===== src/rtl/pengo_pkg.sv =====
// pengo_pkg: shared region map, region one-hot encoding and loader FSM states.
// No ports; imported by the decoder, the loader top and test code.
package pengo_pkg;
    typedef enum logic [3:0] {
        REG_NONE = 4'b0000,
        REG_PROG = 4'b0001,
        REG_GFX  = 4'b0010,
        REG_CLUT = 4'b0100,
        REG_SND  = 4'b1000
    } region_t;

    typedef enum logic [1:0] {ST_BOOT, ST_IDLE, ST_LOAD, ST_HOLD} state_t;

    localparam logic [15:0] GFX_BASE  = 16'h8000;
    localparam logic [15:0] CLUT_BASE = 16'hC000;
    localparam logic [15:0] SND_BASE  = 16'hC120;
    localparam logic [15:0] END_ADDR  = 16'hC220;

    // Indexed by one-hot bit position: PROG, GFX, CLUT, SND.
    localparam logic [15:0] REGION_SIZE [4] = '{16'h8000, 16'h4000, 16'h0120, 16'h0100};
endpackage


===== src/rtl/pengo_region_decode.sv =====
// pengo_region_decode: combinational byte address -> one-hot ROM region and in-range flag.
// Ports: addr (25-bit ioctl byte address) in; region (one-hot {SND,CLUT,GFX,PROG}), in_range out.
module pengo_region_decode
    import pengo_pkg::*;
(
    input  logic [24:0] addr,
    output region_t     region,
    output logic        in_range
);
    logic [15:0] a;
    assign a = addr[15:0];
    always_comb begin
        region = addr[24:16] != '0 ? REG_NONE :
                 a < GFX_BASE      ? REG_PROG :
                 a < CLUT_BASE     ? REG_GFX  :
                 a < SND_BASE      ? REG_CLUT :
                 a < END_ADDR      ? REG_SND  : REG_NONE;
        in_range = region != REG_NONE;
    end
endmodule


===== src/rtl/pengo_rom_loader.sv =====
// pengo_rom_loader: routes the HPS ROM download into Pengo ROM regions and gates core reset.
// Ports: clk_sys, reset_n (async, active low); ioctl_download/wr/addr/dout from hps_io;
// ext_reset (menu/button); dn_addr/dn_data/dn_wr/dn_region registered core writes;
// core_reset to the core; load_done/load_err sticky status; checksum of accepted bytes.
module pengo_rom_loader
    import pengo_pkg::*;
#(
    parameter int HOLD_CYCLES = 1024,
    parameter int ADDR_W      = 16
) (
    input  logic              clk_sys,
    input  logic              reset_n,
    input  logic              ioctl_download,
    input  logic              ioctl_wr,
    input  logic [24:0]       ioctl_addr,
    input  logic [7:0]        ioctl_dout,
    input  logic              ext_reset,
    output logic [ADDR_W-1:0] dn_addr,
    output logic [7:0]        dn_data,
    output logic              dn_wr,
    output logic [3:0]        dn_region,
    output logic              core_reset,
    output logic              load_done,
    output logic              load_err,
    output logic [7:0]        checksum
);
    localparam int CW = $clog2(HOLD_CYCLES + 1);

    state_t        state, state_nx;
    region_t       region;
    logic          in_range, dl_q, rise, fall, start, wr_ok, bad_wr, hold_end, complete;
    logic [CW-1:0] hold_cnt;
    logic [15:0]   cnt [4];

    pengo_region_decode u_decode (
        .addr     (ioctl_addr),
        .region   (region),
        .in_range (in_range)
    );

    assign rise     = ioctl_download & ~dl_q;
    assign fall     = ~ioctl_download & dl_q;
    assign start    = rise & (state == ST_IDLE || state == ST_HOLD);
    assign wr_ok    = state == ST_LOAD && ioctl_wr && in_range;
    assign bad_wr   = state == ST_LOAD && ioctl_wr && !in_range;
    assign hold_end = state == ST_HOLD && !rise && hold_cnt == '0;
    assign complete = cnt[0] == REGION_SIZE[0] && cnt[1] == REGION_SIZE[1] &&
                      cnt[2] == REGION_SIZE[2] && cnt[3] == REGION_SIZE[3];

    always_ff @(posedge clk_sys or negedge reset_n) begin
        if (!reset_n) state <= ST_BOOT;
        else          state <= state_nx;
    end

    // Core reset is combinational so ext_reset reaches the core with no added latency in IDLE.
    always_comb begin
        state_nx   = state;
        core_reset = 1'b1;
        case (state)
            ST_BOOT: state_nx = ioctl_download ? ST_BOOT : ST_IDLE;
            ST_IDLE: begin
                core_reset = load_done ? ext_reset : 1'b1;
                state_nx   = rise ? ST_LOAD : ST_IDLE;
            end
            ST_LOAD: state_nx = fall ? ST_HOLD : ST_LOAD;
            default: state_nx = rise ? ST_LOAD : hold_cnt == '0 ? ST_IDLE : ST_HOLD;
        endcase
    end

    always_ff @(posedge clk_sys or negedge reset_n) begin
        if (!reset_n) begin
            dl_q      <= 1'b0;
            dn_addr   <= '0;
            dn_data   <= '0;
            dn_wr     <= 1'b0;
            dn_region <= '0;
            load_done <= 1'b0;
            load_err  <= 1'b0;
            checksum  <= '0;
            hold_cnt  <= '0;
            for (int i = 0; i < 4; i++) cnt[i] <= '0;
        end else begin
            dl_q      <= ioctl_download;
            dn_wr     <= wr_ok;
            dn_region <= wr_ok ? region : REG_NONE;
            if (wr_ok) begin
                dn_addr <= ioctl_addr[ADDR_W-1:0];
                dn_data <= ioctl_dout;
            end
            hold_cnt <= state == ST_LOAD && fall ? CW'(HOLD_CYCLES - 1) :
                        state == ST_HOLD          ? hold_cnt - CW'(1) : hold_cnt;
            if (start) begin
                load_done <= 1'b0;
                load_err  <= 1'b0;
                checksum  <= '0;
                for (int i = 0; i < 4; i++) cnt[i] <= '0;
            end else begin
                if (wr_ok) checksum <= checksum + ioctl_dout;
                for (int i = 0; i < 4; i++)
                    if (wr_ok && region[i] && cnt[i] != 16'hFFFF) cnt[i] <= cnt[i] + 16'd1;
                if (bad_wr || (hold_end && !complete)) load_err <= 1'b1;
                if (hold_end && complete) load_done <= 1'b1;
            end
        end
    end
endmodule


===== config.mk =====
export PLATFORM = sky130hd
export DESIGN_NAME = pengo_rom_loader
export DESIGN_NICKNAME = d
export VERILOG_FILES = /design/src/rtl/pengo_pkg.sv /design/src/rtl/pengo_region_decode.sv /design/src/rtl/pengo_rom_loader.sv
export SDC_FILE = /design/constraint.sdc
export NUM_CORES = 1
export LEC_CHECK = 0
export ABC_CLOCK_PERIOD_IN_PS = 2100
export BUFFER_PORTS_ARGS = -buffer_cell sky130_fd_sc_hd__buf_2
export CAP_MARGIN = 10
export CORE_ASPECT_RATIO = 0.8
export CORE_MARGIN = 1
export CORE_UTILIZATION = 40
export DETAILED_ROUTE_END_ITERATION = 6
export SLEW_MARGIN = 10
export SYNTH_ARGS = -nofsm -noshare
export SYNTH_HDL_FRONTEND = slang
export SYNTH_SLANG_ARGS = --single-unit

===== constraint.sdc =====
create_clock -name clk_sys -period 2.1 [get_ports clk_sys]
set_clock_uncertainty 0.15 [all_clocks]
set_input_delay 0.42 -clock clk_sys [delete_from_list [all_inputs] [get_ports clk_sys]]
set_output_delay 0.42 -clock clk_sys [all_outputs]
set_load 0.005 [all_outputs]

# ---- Word-level counts from Yosys, hierarchy flattened
# Cells that the tools add are included.
dict set report word_totals {
  inputBits 38
  reg_bits 117
  output_inout_bits 40
  wordCells 103
}
dict set report classes {
  addsub 6
  n_eq_ne 11
  muxes 27
  order_cmp 4
  n_bitwise 5
  reduce_logical 36
}
# op count
set op_table {}
lappend op_table {{adder 16 x 1 -> 16 bit (second input constant)} 4}
lappend op_table {{less-than comparator 16 bit (second input constant)} 4}
lappend op_table {{two-way mux 16 bit} 4}
lappend op_table {{two-way mux 64 bit} 1}
lappend op_table {{inequality test 16 bit (second input constant)} 4}
lappend op_table {{== test 16 x 9 -> 1 bit (second input constant)} 2}
lappend op_table {{two-way mux 4 bit} 6}
lappend op_table {{two-way mux 11 bit} 2}
lappend op_table {{logical AND 1 bit} 19}
lappend op_table {{== test 16 x 15 -> 1 bit (second input constant)} 1}
lappend op_table {{== test 16 bit (second input constant)} 1}
lappend op_table {{two-way mux 8 bit} 2}
lappend op_table {{nonzero test 2 bit} 8}
lappend op_table {{logical NOT 11 bit} 1}
lappend op_table {{subtractor 11 x 1 -> 11 bit (second input constant)} 1}
lappend op_table {{nonzero test 9 bit} 1}
lappend op_table {{adder 8 bit} 1}
lappend op_table {{two-way mux 1 bit} 8}
lappend op_table {{two-way mux 2 bit} 3}
lappend op_table {{case mux 2 bit (3 select lines)} 1}
lappend op_table {{== test 2 bit (second input constant)} 2}
lappend op_table {{nonzero test 4 bit} 1}
lappend op_table {{AND 1 bit} 3}
lappend op_table {{logical NOT 1 bit} 3}
lappend op_table {{4 further kinds} 6}

# ---- Longest topological paths before layout
# Gate-level depths: netlist (run 1).
dict set report depth {
  word_depth 12
  mapped_depth 9
  ltp_nobuf 7
}

# ---- Modules after synthesis
# Synthesis (run 1) repeated with hierarchy kept, for this count alone.
dict set report unflattened {
  cells_unflattened 629
  hier_area_um2 5938.2
}
# module seq_area_each_um2 n_inst cells_per_inst area_per_inst_um2
set by_module_without_submodules {}
lappend by_module_without_submodules {pengo_rom_loader 2927.8 1 614 5834.3}
lappend by_module_without_submodules {pengo_region_decode 0.0 1 15 103.8}

# ---- Worst setup path after synthesis (run 1)
# OpenSTA, ideal clock, no wires.
dict set report synth_path {
  kind {input to register}
  from {in ioctl_addr[6]}
  to {reg cnt[29] in the netlist's numbering}
  slack_ps -373
  setup_time_ps 78
  t_required_ps 1872
  path_buffers 1
  arrival_ps 2245
  stages 6
  path_cell_list {o31a_1 > or4b_1 > a311o_1 > buf_6 > or4_1 > a21oi_1}
}
dict set report synth_between {
  elab_chain_cells 11
  word_cells_on_any_way 14
  cone_classes {order compare: 4; mux: 5; reduce/logical: 5}
}
# item line_no
set synth_rtl {}
lappend synth_rtl {{start, declared} pengo_rom_loader.sv:15} ;# input logic [24:0] ioctl_addr,
lappend synth_rtl {{less-than comparator 16 bit} pengo_region_decode.sv:17} ;# a < END_ADDR ? REG_SND : REG_NONE;
lappend synth_rtl {{two-way mux 4 bit} pengo_region_decode.sv:17}
lappend synth_rtl {{two-way mux 4 bit} pengo_region_decode.sv:16} ;# a < SND_BASE ? REG_CLUT :
lappend synth_rtl {{two-way mux 4 bit} pengo_region_decode.sv:15} ;# a < CLUT_BASE ? REG_GFX :
lappend synth_rtl {{two-way mux 4 bit *} pengo_region_decode.sv:14} ;# a < GFX_BASE ? REG_PROG :
lappend synth_rtl {{two-way mux 4 bit *} pengo_region_decode.sv:13} ;# region = addr[24:16] != '0 ? REG_NONE :
lappend synth_rtl {{nonzero test 4 bit} pengo_region_decode.sv:18} ;# in_range = region != REG_NONE;
lappend synth_rtl {{logical AND 1 bit} pengo_rom_loader.sv:44} ;# assign wr_ok = state == ST_LOAD && ioctl_wr && in_range;
lappend synth_rtl {{logical AND 1 bit * (2 in series)} pengo_rom_loader.sv:100} ;# if (wr_ok && region[i] && cnt[i] != 16'hFFFF) cnt[i] <= cnt[i] + 16'd1;
lappend synth_rtl {{nonzero test 2 bit (no source line) *} n/a}
lappend synth_rtl {{end, declared} pengo_rom_loader.sv:33} ;# logic [15:0] cnt [4];
# Mark *: on every way between the ends. The rest lies on a longest branch, timed or not.
# A chain may end at the register's enable or synchronous reset.

# ---- Worst setup path after layout (run 1)
dict set report layout_path {
  from {in ioctl_addr[10]}
  to {reg cnt[23] in the netlist's numbering}
}
# The elaborated chain is that of the path after synthesis.

==> out/results.ini, run 1 <==
[outcome]
status = finished, violations left
violations = setup timing

[floorplan]
io-pin-count = 78
die_w_um = 142
fp.coreArea_um2 = 15100
fp-row-count = 40
start_util_pct = 41.3
die_h_um = 114
dieArea_um2 = 16100

[timing]
whs_ns = 0.0498
tightestPinTransition_ns = 0.518
hold_violations = 0
slew_violations = 0
max_slew_margin_pct = 65.4
finalSetupTns_ns = -5.01
min_period_ns = 2.35
setup_ws_ns = -0.250
min_period_over_period_pct = 112
setup_viol = 48
fmax_mhz = 426
rsz0062_at_grt = true

[pwr]
clockPowerShare_pct = 50.7
switching_share_pct = 23.7
p_int_mw = 4.32
p_per_area_nw_per_um2 = 617
finalPower_mw = 5.66
total_leakage_power_nw = 4.24
power_frac_comb_pct = 7.9
p_seq_share_pct = 41.4
net-switching-power_mw = 1.34
vdd_drop_max_v = 0.000505

[clocking]
clk_root_buffer_cell = clkbuf_16
numCtsBuffers = 17
cts_buffer_depth = 2
clock-sinks = 117
cts_tree = yes
path_clk_slew_ns = 0.06
worstSkewPairLatency_ns = 0.42
h-tree-depth = 4

[detailed_routing]
post-route-drc-count = 0
via_per_inst = 5.38
num_vias = 6094
ant_nets = 0
detail_route.wl_per_cell_um = 16.0
initialDrtViolationCount = 328
dr.pass1.iters = 5
wl_um = 18200

[cells_and_area]
area_delta_synth_final_pct = 46.9
drive_above_1_share_pct = 40.9
final_area_um2 = 9170
n_fill_cell = 1292
fin_nets = 965
fin_util_pct = 60.7
antenna_cells = 0

[critical_path]
crit_path_start = ioctl_addr[10]
endpoint_kind = flop
arrival_ns = 2.55
required_ns = 2.30
startpoint_type = input pin
cp_max_fo = 3
critPathKind = input pin to flop
rr_startpoint = state[0]

[worst_hold_path]
hold_start = ioctl_addr[3]
hold_path_class = input pin to flop

[synthesis]
post-synth-top-area-fraction_pct = 46.9
ys_warn_count = 0
synthTopCellsByCount = 128 x nand2_1, 117 x dfrtp_1, 48 x a21oi_1, 40 x nor2_1, 31 x nand3_1
synth_area_leaders = dfrtp_1 47%, nand2_1 7.7%, a21oi_1 3.8%, ha_1 3.2%, or4_1 2.5%
synth-edff-count = 0
synth.most_common_cell = nand2_1
ys_ff_latch = 117
syn_area_um2 = 6240
synthArstFlopShare_pct = 100
yosysUniqueCellTypes = 56
yosysSeqAreaShare_pct = 46.9
syn-num-nets = 744
netlist_instances = 689
yosysTopAreaCell = dfrtp_1
ys.flop_type = dfrtp_1
syn-mean-instance-area_um2 = 9.06

[global_routing]
track_usage_pct = 22.8
antenna_found_initial = 0
grt_remaining_overflow = 0
first_global_vias = 5837
grt_max_degree = 42
grt_pass1_wl_um = 28500

[placed_design]
dpl_cell_area_um2 = 7860
dp_hpwl_um = 12100
portBuffers = 77
place_congestion = 0.853

[flow_run]
maxCapViolations = 0

## through the flow
step                      cells  setup slack [ns]
after global routing       1132            -0.276
final                      1132            -0.250
after floorplan             689            -0.323
after CTS                  1119            -0.160
after detailed placement   1076            -0.573
after global placement     1076            -0.532
## registers in the layout, summed over array words and instances (netlist names)
register,cells
checksum,8
cnt,64
dl_q,1
dn_addr,16
dn_data,8
dn_region,4
dn_wr,1
hold_cnt,11
load_done,1
load_err,1
state,2
## logic make-up after synthesis
kind of cell / synth area share, %
adders and majority gates: 3.53
AOI/OAI and AO/OA: 13.3
muxes: 1.28
xor gates and xnor gates: 2.81
and+or+nand+nor: 28.5
DFF: 46.9
buffers and inverters: 3.71
## per-layer routing
metal	routed length [um]	vias to the layer above	track usage [%]
met5	0	-	0
met4	156	0	6.38
met3	738	12	5.50
met2	8720	128	35.4
met1	8540	3025	31.7
li1	-	2929	-
## worst paths after layout
kind	to	slack, ns	depth (start not counted)
hold reg to reg	dn_addr[12]	0.31	2
max in group asynchronous	cnt[35]	0.87	3
min in group asynchronous	cnt[12]	0.34	2
hold / removal	dn_addr[3]	0.05	3
setup reg to reg	cnt[23]	-0.22	8
setup / recovery	cnt[23]	-0.25	7
## final cells by class
| class | instances | area (um^2) | share of cell area, % |
|---|---|---|---|
| Tap cell | 210 | 263 | 2.87 |
| Clock buffer | 22 | 474 | 5.17 |
| Sequential cell | 117 | 2930 | 32.0 |
| Clock inverter | 9 | 103 | 1.12 |
| Timing Repair Buffer | 232 | 1680 | 18.3 |
| Inverter | 28 | 105 | 1.15 |
| Multi-Input combinational cell | 514 | 3620 | 39.4 |
## worst max-delay path: stages
cell     delay (ns)
buf_2          0.12
nor4_4         0.34
or4b_4         0.54
a311o_2        0.41
buf_4          0.16
or4_4          0.42
a21oi_2        0.14
## power by group through the flow
stage | clock, mW | sequential, mW | combinational [mW]
6_report | 2.87 | 2.34 | 0.448
5_1_grt | 3.02 | 2.35 | 0.497
4_1_cts | 2.91 | 2.34 | 0.430
3_5_place_dp | 0 | 2.38 | 0.418
3_3_place_gp | 0 | 2.38 | 0.403
2_1_floorplan | 0 | 2.38 | 0.178
## timing repair
item	4_1_cts	5_1_grt
pin swaps	17	30
gates cloned	1	1
hold buffers	2	0
gates resized for setup	27	86
buffers inserted	9	14
setup endpoints to repair	52	82
hold endpoints to repair	27	0
## placed cells by master, fill, tap and decap left out, types with 6 or more instances in the layout
| cell type | Yosys | routed |
|---|---|---|
| buf_4 | 0 | 135 |
| nand2_1 | 128 | 128 |
| dfrtp_1 | 117 | 115 |
| buf_2 | 2 | 76 |
| nor2_1 | 40 | 40 |
| a21oi_2 | 0 | 33 |
| nand3_1 | 31 | 29 |
| inv_1 | 28 | 28 |
| o21ai_0 | 28 | 19 |
| or3_1 | 24 | 18 |
| nand4_1 | 18 | 18 |
| clkbuf_16 | 0 | 17 |
| a21oi_1 | 48 | 14 |
| or4_4 | 0 | 13 |
| buf_6 | 1 | 13 |
| xnor2_1 | 15 | 12 |
| o31ai_1 | 19 | 11 |
| ha_1 | 16 | 11 |
| o21ai_1 | 0 | 9 |
| mux2i_1 | 8 | 8 |
| or4_1 | 21 | 8 |
| nor4_1 | 12 | 8 |
| a31o_2 | 7 | 7 |
| nor3_1 | 12 | 7 |
| o31ai_2 | 0 | 7 |
| nor4_4 | 2 | 7 |
| or3_4 | 0 | 6 |
| and4_1 | 6 | 6 |
| nor4b_1 | 8 | 6 |
(Power assumes the default switching activity.)
==> run 2, diff against run 1 <==
Settings changed: ABC_AREA set to 1.
==> run 2 against run 1 <==
  * The run now ends clean
  * Non-clock buffer count shrank 98
  * Setup slack gained 0.37 ns
  * Final area shrank 6.3%
  * Via count shrank 1.0%
  * Clock power grew 12%
  * Global-route usage shrank 2.6 points
  * Sequential share of layout area grew 2.1 points
  * First-iteration DRC count shrank 7.0%
  * Largest power group unchanged
  * Highest routed layer unchanged
==> out/results.ini, run 2 <==
[synthesis]
yosysTopAreaCell = dfrtp_1
post-synth-top-area-fraction_pct = 42.8
ys_ff_latch = 117
ys_warn_count = 0
yosysUniqueCellTypes = 41
yosysSeqAreaShare_pct = 42.8
synthTopCellsByCount = 232 x nand2_1, 117 x dfrtp_1, 91 x nand3_1, 80 x inv_1, 75 x nor2_1
synth.most_common_cell = nand2_1
synth-edff-count = 0
synthArstFlopShare_pct = 100
syn-mean-instance-area_um2 = 7.83
netlist_instances = 873
syn-num-nets = 928
ys.flop_type = dfrtp_1
syn_area_um2 = 6840
synth_area_leaders = dfrtp_1 43%, nand2_1 13%, nand3_1 6.7%, xor2_1 5.8%, inv_1 4.4%

[worst_hold_path]
holdPathEnd = dl_q
hold_path_class = input pin to flop
whs_path_depth = 1
hold_start = ioctl_download

[pwr]
finalPower_mw = 6.54
vdd_drop_max_v = 0.000436
p_per_area_nw_per_um2 = 761
total_leakage_power_nw = 4.22

[global_routing]
antenna_found_initial = 0
grt_pass1_wl_um = 28700
track_usage_pct = 20.2
grt_remaining_overflow = 0
first_global_vias = 5840
grt_max_degree = 118

[timing]
tightestPinTransition_ns = 0.627
rsz0062_at_grt = false
setup_viol = 0
fmax_mhz = 505
finalSetupTns_ns = 0
whs_ns = 0.0204
max_slew_margin_pct = 58.2
slew_violations = 0
min_period_ns = 1.98
min_period_over_period_pct = 94.2
hold_violations = 0

[outcome]
status = finished clean

[cells_and_area]
fin_nets = 1059
largestRegisters = cnt (64), dn_addr (16), hold_cnt (11)
largest_register_ffs = 64
drive_above_1_share_pct = 21.1
antenna_cells = 0
area_delta_synth_final_pct = 25.6
final_common_cell = nand2_1
largest-register = cnt
layout_common_cells = 230 x nand2_1, 117 x dfrtp_1, 90 x nand3_1

[critical_path]
regToRegSetupSlack_ns = 0.12
critical_path.top_delay_family = adder cells
rr_worst_depth = 9
endpoint_kind = flop
required_ns = 2.30
reg2reg_to = checksum[6]
rr_startpoint = checksum[0]
crit_path_cell_trace = ha_2 > fa_1 > nand3_1 > nand3_1 > a21o_1 > a21oi_2 > xor2_1 > nand2_1 > nand2_1
crit_slowest_cell = dfrtp_1
cp_max_fo = 3
startpoint_type = flop
arrival_ns = 2.17
cp_num_buf_inv = 0
critPathKind = flop to flop
max_stage_delay_ns = 0.40

[clocking]
clock-sinks = 117
cts_tree = yes
h-tree-depth = 4
clk_root_buffer_cell = clkbuf_16
worstSkewPairLatency_ns = 0.41
numCtsBuffers = 17
cts_buffer_depth = 2
path_clk_slew_ns = 0.05

[floorplan]
fp-row-count = 42
start_util_pct = 41.2
fp.coreArea_um2 = 16600
dieArea_um2 = 17600
die_h_um = 119
io-pin-count = 78
die_w_um = 148

[placed_design]
portBuffers = 77
dp_hpwl_um = 11900
place_congestion = 0.913

[detailed_routing]
via_per_inst = 4.88
dr.pass1.iters = 5
wl_um = 16700
post-route-drc-count = 0
initialDrtViolationCount = 305
ant_nets = 0
detail_route.wl_per_cell_um = 13.5
num_vias = 6032

[flow_run]
maxCapViolations = 0

run 2: cell count changes after synthesis, sizes merged, moves of 22 or more:
cell / before / now
xor2: 5 / 45
inv: 28 / 88
nand3: 31 / 98
or3: 24 / 0
or4: 22 / 0
nor2: 40 / 87
a21oi: 48 / 19
nand2: 129 / 235
run 2: final cells by class:
| class | instances | area, um^2 |
|---|---|---|
| fill | 1599 | 8020 |
| multi-input combinational | 646 | 3510 |
| sequential | 117 | 2930 |
| timing repair buffer | 134 | 888 |
| clock buffer | 19 | 453 |
| inverter | 88 | 333 |
| tap | 220 | 275 |
| clock inverter | 13 | 204 |
run 2: cell families after synthesis:
| kind of cell | after synthesis | share of synthesized area, % |
|---|---|---|
| AOI/OAI and AO/OA | 77 | 6.61 |
| xor gates and xnor gates | 51 | 6.53 |
| adders and majority gates | 17 | 3.22 |
| buffers and inverters | 111 | 6.81 |
| DFF | 117 | 42.8 |
| and+or+nand+nor | 500 | 34.0 |
run 2: routing by layer:
metal | track usage [%] | vias up | wire (um)
li1 | - | 3139 | -
met1 | 30.1 | 2775 | 8710
met2 | 29.6 | 98 | 7210
met3 | 3.26 | 20 | 534
met4 | 5.93 | 0 | 229
met5 | 0 | - | 0
run 2: through the flow:
stage	cell area (um^2)	util [%]	instances	setup WS, ns
6_report	8590	51.7	1237	0.122
5_1_grt	8590	51.7	1237	0.000824
4_1_cts	8500	51.2	1234	0.0748
3_5_place_dp	7840	47.2	1201	-0.0631
3_3_place_gp	7840	47.2	1201	-0.0342
2_1_floorplan	6840	-	873	0.145
run 2: repair_timing:
action,CTS,global route
endpoints found under the hold margin,28,0
endpoints found under the setup margin,0,49
resized for setup,0,16
buffers inserted,0,2
hold buffers,1,0
run 2: power by group:
part	leakage [nW]	switching, mW	internal [mW]
clock	0.311	1.05	2.16
combinational	2.35	0.454	0.295
sequential	1.56	0.161	2.41
total	4.22	1.67	4.87
run 2: worst max-delay path by stage:
stage	from	to	slack (ns)	depth (start not counted)
detailed placement	ioctl_dout[0]	checksum[6]	-0.06	10
CTS	checksum[0]	checksum[6]	0.07	9
global placement	ioctl_dout[0]	checksum[6]	-0.03	10
global route	cnt[17]	cnt[19]	0.0008	10
floorplan	ioctl_dout[0]	checksum[6]	0.14	9
finish	checksum[0]	checksum[6]	0.12	9
==> run 3, diff against run 2 <==
Settings changed: ABC_CLOCK_PERIOD_IN_PS 2100 to 2000, PLACE_DENSITY set to 0.68.
Clock period 2.1 ns to 2 ns, I/O delays scaled along.
==> run 3 against run 2 <==
  * The flow now finishes with violations (setup timing)
  * Clock power down 7.1%
  * Combinational power increased by 12%
  * Power barely moved
  * Global-route usage is 0.43 points higher
  * Worst hold slack improved by 0.012 ns
  * Setup slack worse by 0.13 ns
  * Sequential power up 5%
==> out/results.ini, run 3 (same netlist as run 2, synthesis figures left out) <==
[timing]
tightestPinTransition_ns = 0.576
finalSetupTns_ns = -0.0127
slew_violations = 0
rsz0062_at_grt = true
min_period_ns = 2.00
min_period_over_period_pct = 100
setup_viol = 4
max_slew_margin_pct = 61.6
setup_ws_ns = -0.00452
hold_violations = 0
fmax_mhz = 499

[global_routing]
first_global_vias = 6030
antenna_found_initial = 0
grt_remaining_overflow = 0
track_usage_pct = 20.6
grt_pass1_wl_um = 29100
grt_max_degree = 74

[clocking]
worstSkewPairLatency_ns = 0.41
clock-sinks = 117
numCtsBuffers = 17
cts_buffer_depth = 2
h-tree-depth = 4
path_clk_slew_ns = 0.06
cts_tree = yes
clk_root_buffer_cell = clkbuf_16

[cells_and_area]
area_delta_synth_final_pct = 29.1
largest_register_ffs = 64
antenna_cells = 0
largestRegisters = cnt (64), dn_addr (16), hold_cnt (11)
final_common_cell = nand2_1
n_fill_cell = 1563
drive_above_1_share_pct = 24.4
fin_nets = 1086
largest-register = cnt
layout_common_cells = 227 x nand2_1, 116 x dfrtp_1, 87 x nand3_1

[pwr]
finalPower_mw = 6.53
p_per_area_nw_per_um2 = 740
vdd_drop_max_v = 0.000477
total_leakage_power_nw = 4.32

[detailed_routing]
via_per_inst = 5.04
wl_um = 17300
detail_route.wl_per_cell_um = 13.7
initialDrtViolationCount = 313
num_vias = 6365
ant_nets = 0
dr.pass1.iters = 5
post-route-drc-count = 0

[critical_path]
regToRegSetupSlack_ns = -0.005
critPathKind = flop to flop
rr_worst_depth = 11
reg2reg_to = cnt[15]
startpoint_type = flop
required_ns = 2.14
arrival_ns = 2.15
endpoint_kind = flop
cp_max_fo = 15
rr_startpoint = cnt[0]

[placed_design]
place_congestion = 0.897
dp_hpwl_um = 12000
portBuffers = 77
pre_cts_ws_ns = -0.134

[floorplan]
fp.coreArea_um2 = 16600
fp-row-count = 42
dieArea_um2 = 17600
io-pin-count = 78
die_w_um = 148
die_h_um = 119
start_util_pct = 41.2

[worst_hold_path]
whs_path_depth = 3
hold_start = ioctl_addr[1]
hold_path_class = input pin to flop
holdPathEnd = dn_addr[1]

[outcome]
violations = setup timing
status = finished, violations left

[flow_run]
maxCapViolations = 0

-- run 3: changes by cell type in the layout (fill, tap and decap cells not counted), sizes merged --
cell,change
buf,+25
bufinv,-3
clkinv,+2
clkinvlp,-2
inv,+2
clkbuf,+1
dlygate4sd3,+1
-- run 3: per-layer routing --
layer / share of wire, % / up-vias / track usage [%]
met4: 1.4 / 0 / 7.09
met1: 50 / 3016 / 29.7
met2: 45 / 135 / 31.4
li1: - / 3194 / -
met3: 3.6 / 20 / 2.95
met5: 0 / - / 0
-- run 3: worst max-delay path: stages, from the launching register on --
cell       delay, ns
dfrtp_1         0.40
ha_2            0.21
nand3_2         0.10
nor3_2          0.21
nand2_1         0.07
nor2_1          0.14
nand3_1         0.11
nand3_2         0.12
nand2_4         0.08
clkbuf_16       0.18
nand3_1         0.07
nand2_1         0.05
-- run 3: timing repair --
action | in CTS | in global routing
endpoints found under the hold margin | 118 | 0
buffers inserted | 0 | 14
hold buffers | 2 | 0
setup endpoints to repair | 0 | 68
gates resized for setup | 0 | 45
-- run 3: cell type report --
class | instances | area [um^2] | area share (%)
clock buffer | 19 | 443 | 5.02
sequential | 117 | 2930 | 33.2
timing repair buffer | 161 | 1140 | 12.9
clock inverter | 12 | 130 | 1.47
tap | 220 | 275 | 3.12
inverter | 88 | 335 | 3.80
multi-input combinational | 646 | 3580 | 40.6
-- run 3: how the worst max path moves through the flow --
| stage | startpoint | endpoint | slack, ns |
|---|---|---|---|
| 2_1_floorplan | ioctl_dout[0] | checksum[6] | 0.06 |
| 3_3_place_gp | ioctl_dout[0] | checksum[6] | -0.1 |
| 3_5_place_dp | ioctl_dout[0] | checksum[6] | -0.13 |
| 4_1_cts | checksum[0] | checksum[6] | 0.02 |
| 5_1_grt | cnt[0] | cnt[0] | -0.12 |
| 6_report | cnt[0] | cnt[15] | -0.005 |
-- run 3: power by group --
part	internal [mW]	total [mW]	leakage, nW	switching, mW
Sequential	2.53	2.70	1.56	0.169
Clock	1.86	2.99	0.279	1.13
Combinational	0.334	0.842	2.48	0.507
-- run 3: stage by stage --
step	instances	hold slack [ns]	cell area (um^2)	util (%)
3_3_place_gp	1214	0.304	7930	47.8
3_5_place_dp	1214	0.301	7930	47.8
2_1_floorplan	873	-0.0456	6840	-
5_1_grt	1263	0.0410	8830	53.2
6_report	1263	0.0326	8830	53.2
4_1_cts	1247	0.0237	8530	51.3
